$ cat config.mk
export PLATFORM = sky130hd
export DESIGN_NAME = xbus_arbiter
export DESIGN_NICKNAME = d
export VERILOG_FILES = /design/src/rtl/xbus_pkg.sv /design/src/rtl/xbus_rr_picker.sv /design/src/rtl/xbus_arbiter.sv
export SDC_FILE = /design/constraint.sdc
export NUM_CORES = 1
export LEC_CHECK = 0
export ABC_AREA = 1
export CAP_MARGIN = 20
export CORE_ASPECT_RATIO = 0.9
export CORE_MARGIN = 4
export CORE_UTILIZATION = 65
export CTS_CLUSTER_DIAMETER = 30
export DETAILED_ROUTE_END_ITERATION = 12
export DONT_BUFFER_PORTS = 1
export GPL_TIMING_DRIVEN = 0
export PLACE_DENSITY = 0.86
export SLEW_MARGIN = 20
export SYNTH_ARGS = -nofsm -noshare
export SYNTH_HDL_FRONTEND = slang
export SYNTH_SLANG_ARGS = --single-unit
$ cat constraint.sdc
create_clock -name sig_clock -period 9.9 [get_ports sig_clock]
set_input_delay 2.97 -clock sig_clock [delete_from_list [all_inputs] [get_ports sig_clock]]
set_output_delay 2.97 -clock sig_clock [all_outputs]
set_load 0.005 [all_outputs]
$ cat src/rtl/xbus_pkg.sv
// Shared types and sizing for the XBUS arbiter slice.
package xbus_pkg;

    localparam int unsigned XBUS_MAX_MASTERS = 16;
    localparam int unsigned XBUS_IDX_W       = 4;

    typedef enum logic [1:0] {
        IDLE,
        ARB,
        ADDR,
        DATA
    } xbus_arb_state_t;

endpackage

$ cat src/rtl/xbus_rr_picker.sv
// Combinational round-robin picker: first set request at or after ptr, with wrap-around.
module xbus_rr_picker
    import xbus_pkg::*;
(
    input  logic [XBUS_MAX_MASTERS-1:0] req,
    input  logic [XBUS_IDX_W-1:0]       ptr,
    output logic [XBUS_MAX_MASTERS-1:0] winner_c,
    output logic [XBUS_IDX_W-1:0]       win_idx_c,
    output logic                        valid_c
);

    logic [XBUS_IDX_W-1:0] cand;

    // Masked-off requesters are zero, so a full 16-way wrap equals a wrap modulo NUM_MASTERS.
    always_comb begin
        winner_c  = '0;
        win_idx_c = '0;
        valid_c   = 1'b0;
        cand      = '0;
        for (int i = 0; i < XBUS_MAX_MASTERS; i++) begin
            cand = ptr + XBUS_IDX_W'(i);
            if (!valid_c && req[cand]) begin
                valid_c   = 1'b1;
                win_idx_c = cand;
            end
        end
        if (valid_c) begin
            winner_c[win_idx_c] = 1'b1;
        end
    end

endmodule

$ cat src/rtl/xbus_arbiter.sv
// XBUS arbiter and bus-phase sequencer: round-robin grant, ARB/ADDR/DATA tracking, wait watchdog.
module xbus_arbiter
    import xbus_pkg::*;
#(
    parameter int unsigned NUM_MASTERS = 16,
    parameter int unsigned MAX_WAIT    = 15
) (
    input  logic                        sig_clock,
    input  logic                        sig_reset_n,
    input  logic [XBUS_MAX_MASTERS-1:0] sig_request,
    input  logic                        sig_read,
    input  logic                        sig_write,
    input  logic                        sig_bip,
    input  logic                        sig_wait,
    input  logic                        sig_error,
    output logic [XBUS_MAX_MASTERS-1:0] sig_grant,
    output logic                        sig_start,
    output logic                        sig_timeout
);

    localparam int unsigned WCNT_W = (MAX_WAIT < 2) ? 1 : $clog2(MAX_WAIT + 1);
    localparam logic [XBUS_MAX_MASTERS-1:0] REQ_MASK =
        (NUM_MASTERS >= XBUS_MAX_MASTERS) ? '1
                                          : XBUS_MAX_MASTERS'((32'd1 << NUM_MASTERS) - 32'd1);
    localparam logic [WCNT_W-1:0] WAIT_MAX  = WCNT_W'(MAX_WAIT);
    localparam logic [WCNT_W-1:0] WAIT_LAST = (MAX_WAIT == 0) ? '0 : WCNT_W'(MAX_WAIT - 1);
    localparam logic [XBUS_IDX_W:0] NUM_M   = (XBUS_IDX_W + 1)'(NUM_MASTERS);

    xbus_arb_state_t               state, state_nxt;
    logic [XBUS_IDX_W-1:0]         ptr, ptr_nxt;
    logic [WCNT_W-1:0]             wcnt, wcnt_nxt;
    logic [XBUS_MAX_MASTERS-1:0]   grant_nxt;
    logic                          start_nxt;
    logic                          timeout_nxt;
    logic [XBUS_IDX_W:0]           idx_inc;

    logic [XBUS_MAX_MASTERS-1:0]   win_onehot;
    logic [XBUS_IDX_W-1:0]         win_idx;
    logic                          win_valid;

    xbus_rr_picker u_picker (
        .req       (sig_request & REQ_MASK),
        .ptr       (ptr),
        .winner_c  (win_onehot),
        .win_idx_c (win_idx),
        .valid_c   (win_valid)
    );

    // Next-state, pointer, wait counter and next output values.
    always_comb begin
        state_nxt   = state;
        ptr_nxt     = ptr;
        wcnt_nxt    = wcnt;
        grant_nxt   = '0;
        timeout_nxt = 1'b0;
        idx_inc     = {1'b0, win_idx} + (XBUS_IDX_W + 1)'(1);
        case (state)
            IDLE: state_nxt = ARB;
            ARB: begin
                if (win_valid) begin
                    state_nxt = ADDR;
                    grant_nxt = win_onehot;
                    ptr_nxt   = (idx_inc >= NUM_M) ? '0 : idx_inc[XBUS_IDX_W-1:0];
                end
            end
            ADDR: begin
                if (sig_read || sig_write) begin
                    state_nxt = DATA;
                    wcnt_nxt  = '0;
                end else begin
                    state_nxt = ARB;
                end
            end
            DATA: begin
                if (!sig_wait) begin
                    wcnt_nxt = '0;
                    if (!sig_bip || sig_error) begin
                        state_nxt = ARB;
                    end
                end else begin
                    if (wcnt != WAIT_MAX) begin
                        wcnt_nxt = wcnt + WCNT_W'(1);
                    end
                    if ((MAX_WAIT != 0) && (wcnt == WAIT_LAST)) begin
                        state_nxt   = ARB;
                        timeout_nxt = 1'b1;
                    end
                end
            end
            default: state_nxt = IDLE;
        endcase
        start_nxt = (state_nxt == ARB);
    end

    always_ff @(posedge sig_clock or negedge sig_reset_n) begin
        if (!sig_reset_n) begin
            state       <= IDLE;
            ptr         <= '0;
            wcnt        <= '0;
            sig_grant   <= '0;
            sig_start   <= 1'b0;
            sig_timeout <= 1'b0;
        end else begin
            state       <= state_nxt;
            ptr         <= ptr_nxt;
            wcnt        <= wcnt_nxt;
            sig_grant   <= grant_nxt;
            sig_start   <= start_nxt;
            sig_timeout <= timeout_nxt;
        end
    end

endmodule

==> impl_metrics.tcl <==
set metrics [dict create \
    synthCells 497 \
    firstDrtPassIters 5 \
    multiInputGateArea_sq_um 2130 \
    hold_buffers 0 \
    cp_data_required_time_ns 10.07 \
    finalCritPeriodShare 0.558 \
    htree_num_levels 1 \
    cts_buffers 3 \
    gr-total-overflow 0 \
    min_path_type "reg2reg" \
    ys.flop_type "dfrtp_1" \
    groute.usage.overall 0.299 \
    ff2ff_setup_slack_ns 5.60 \
    cp.arrival_ns 5.69 \
    tightest_slew_ns 0.726 \
    status "completed" \
    syn2layout_area_growth_pct 4.74 \
    startpoint_type "input port" \
    port_buffers 0 \
    finalWorstSetupSlack_ns 4.38 \
    syn_avg_cell_area_sq_um 6.33 \
    insertion_delay_ns 0.28 \
    drive_gt1_frac 0.108 \
    yosys_warnings 0 \
    chipWidth_um 81.3 \
    drtIter0Drc 431 \
    clockRootBuffer "clkbuf_8" \
    dieArea_sq_um 6020 \
    finalCriticalPeriod_ns 5.52 \
    grt_pass1_vias 3019 \
    cp_max_fo 6 \
    die_h_um 74.0 \
    grt_start_max_net_pins 29 \
    maxCapViolations 0 \
    ys_seq_area_frac 0.223 \
    criticalPathCategory "in2reg" \
    setup_viol 0 \
    wl_um 8570 \
    setup_tns_ns 0 \
    gp_congestion 1.00 \
    synth_edf_count 0 \
    skew_ns 0.00674 \
    cts_tree "yes" \
    synthTopCellsByArea "dfrtp_1 22%, nand2_1 18%, nand3_1 17%, nor2_1 6.2%, inv_1 5.3%" \
    finalNetCount 538 \
    cts_sinks 28 \
    cp-end-kind "flip-flop" \
    grt_first_pass_wirelength_um 14000 \
    ys_seq_elements 28 \
    finalHoldViolCount 0 \
    dpl_worst_slack_ns 4.18 \
    post-route-util 0.720 \
    clk_pin_slew_ns 0.09 \
    synth_top_area_share 0.223 \
    drc 0 \
    synth_nets 533 \
    yosys-top-cells-count "153 x nand2_1, 108 x nand3_1, 52 x nor2_1" \
    via_count 3378 \
    core_sq_um 4580 \
    synth_area_sq_um 3140 \
    post_cts_buffers 0 \
    relSlewSlack 0.511 \
    ys_types 39 \
    max_freq_mhz 181 \
    post_drt_wl_per_cell_um 15.2 \
    async_flop_share 1.00 \
    antenna_found_initial 0 \
    nFillCells 379 \
    hold_ws_ns 0.567 \
    ctsResizeCount 0 \
    grt_setup_unrepaired "false" \
    yosysMostFrequentCell "nand2_1" \
    final-seq-area_sq_um 701 \
    viasPerCell 6.00 \
    place_hpwl_um 6830 \
    rows 23 \
    synth_top_area_cell "dfrtp_1" \
    io_pins 41 \
    ctsLongestPathBuffers 2 \
    final_antenna_net_count 0 \
    initial_core_util 0.687 \
    drv_slew 0 \
    diodes 0 \
]
## worst paths after layout
path                            startpoint       endpoint  cells after the start
max in group asynchronous      sig_reset_n  sig_grant[12]                      0
setup / recovery           sig_request[15]         ptr[3]                     25
hold reg to reg                    wcnt[1]        wcnt[1]                      2
min in group asynchronous      sig_reset_n   sig_grant[4]                      0
setup reg to reg                    ptr[1]         ptr[3]                     27
hold / removal                     wcnt[1]        wcnt[1]                      2
## cell families (layout without fill, tap and decap cells)
family                     count (synthesis)  count (layout)  synth area share
AOI/OAI and AO/OA                         20              20            0.0370
DFF                                       28              28             0.223
xor gates and xnor gates                  13              13            0.0529
and+or+nand+nor                          355             355             0.536
buffers and inverters                     68              72            0.0991
adders and majority gates                 13              13            0.0517
## area by class of cell
| cell class | count | area share |
|---|---|---|
| inverters | 58 | 0.0691 |
| plain buffers | 10 | 0.0255 |
| flip-flops and latches | 28 | 0.213 |
| well taps | 62 | 0.0236 |
| clock inverters | 1 | 0.00912 |
| clock buffers | 3 | 0.0125 |
| multi-input cells | 401 | 0.647 |
## registers in the layout (all words and copies together), names as in the netlist
| register | flops |
|---|---|
| ptr | 4 |
| wcnt | 4 |
| sig_timeout | 1 |
| sig_start | 1 |
| sig_grant | 16 |
| state | 2 |
## metrics by stage
stage	area, sq um	std cells
after floorplan	3140	497
after global placement	3220	559
after detailed placement	3220	559
after CTS	3290	563
after global routing	3290	563
final	3290	563
## critical path, cell delays in order
cell and delay [ns]:
nand2_1 0.07, nand3_1 0.10, nand3_1 0.10, nand2_1 0.11, nand2_1 0.15, nand2_4 0.10, clkinv_4 0.07, nand4_4 0.11
nor2_8 0.16, nand4_4 0.14, nor2_4 0.17, nand4_2 0.14, nor2_4 0.19, nand3_2 0.15, nand2_1 0.10, inv_1 0.04
nand2_1 0.06, nand2_1 0.05, nand2_1 0.11, ha_1 0.23, nand3_2 0.10, nand2_2 0.09, inv_2 0.03, nand2_1 0.07
nand2_1 0.05
## metal layers
metal	wire, um	vias to the layer above	GRT usage
met3	1050	12	0.0557
li1	-	1629	-
met1	3600	1536	0.436
met4	95	0	0.0638
met5	0	-	0
met2	3830	201	0.463
## placed cells by master (no fill, tap or decap), drive strengths merged
cell type	n
o211ai	1
buf	10
a21boi	1
o21bai	2
bufinv	1
nand4	17
dfrtp	28
a22oi	2
nand3b	1
clkbuf	3
nor3	7
clkinv	4
nor3b	1
a31oi	1
o21ai	10
a21oi	3
nor2	58
nand2	160
xnor2	3
inv	54
ha	13
xor2	10
nand3	111
Power is not shown: default switching activity piles up to over one toggle a cycle in this logic, so the estimate is an artifact.
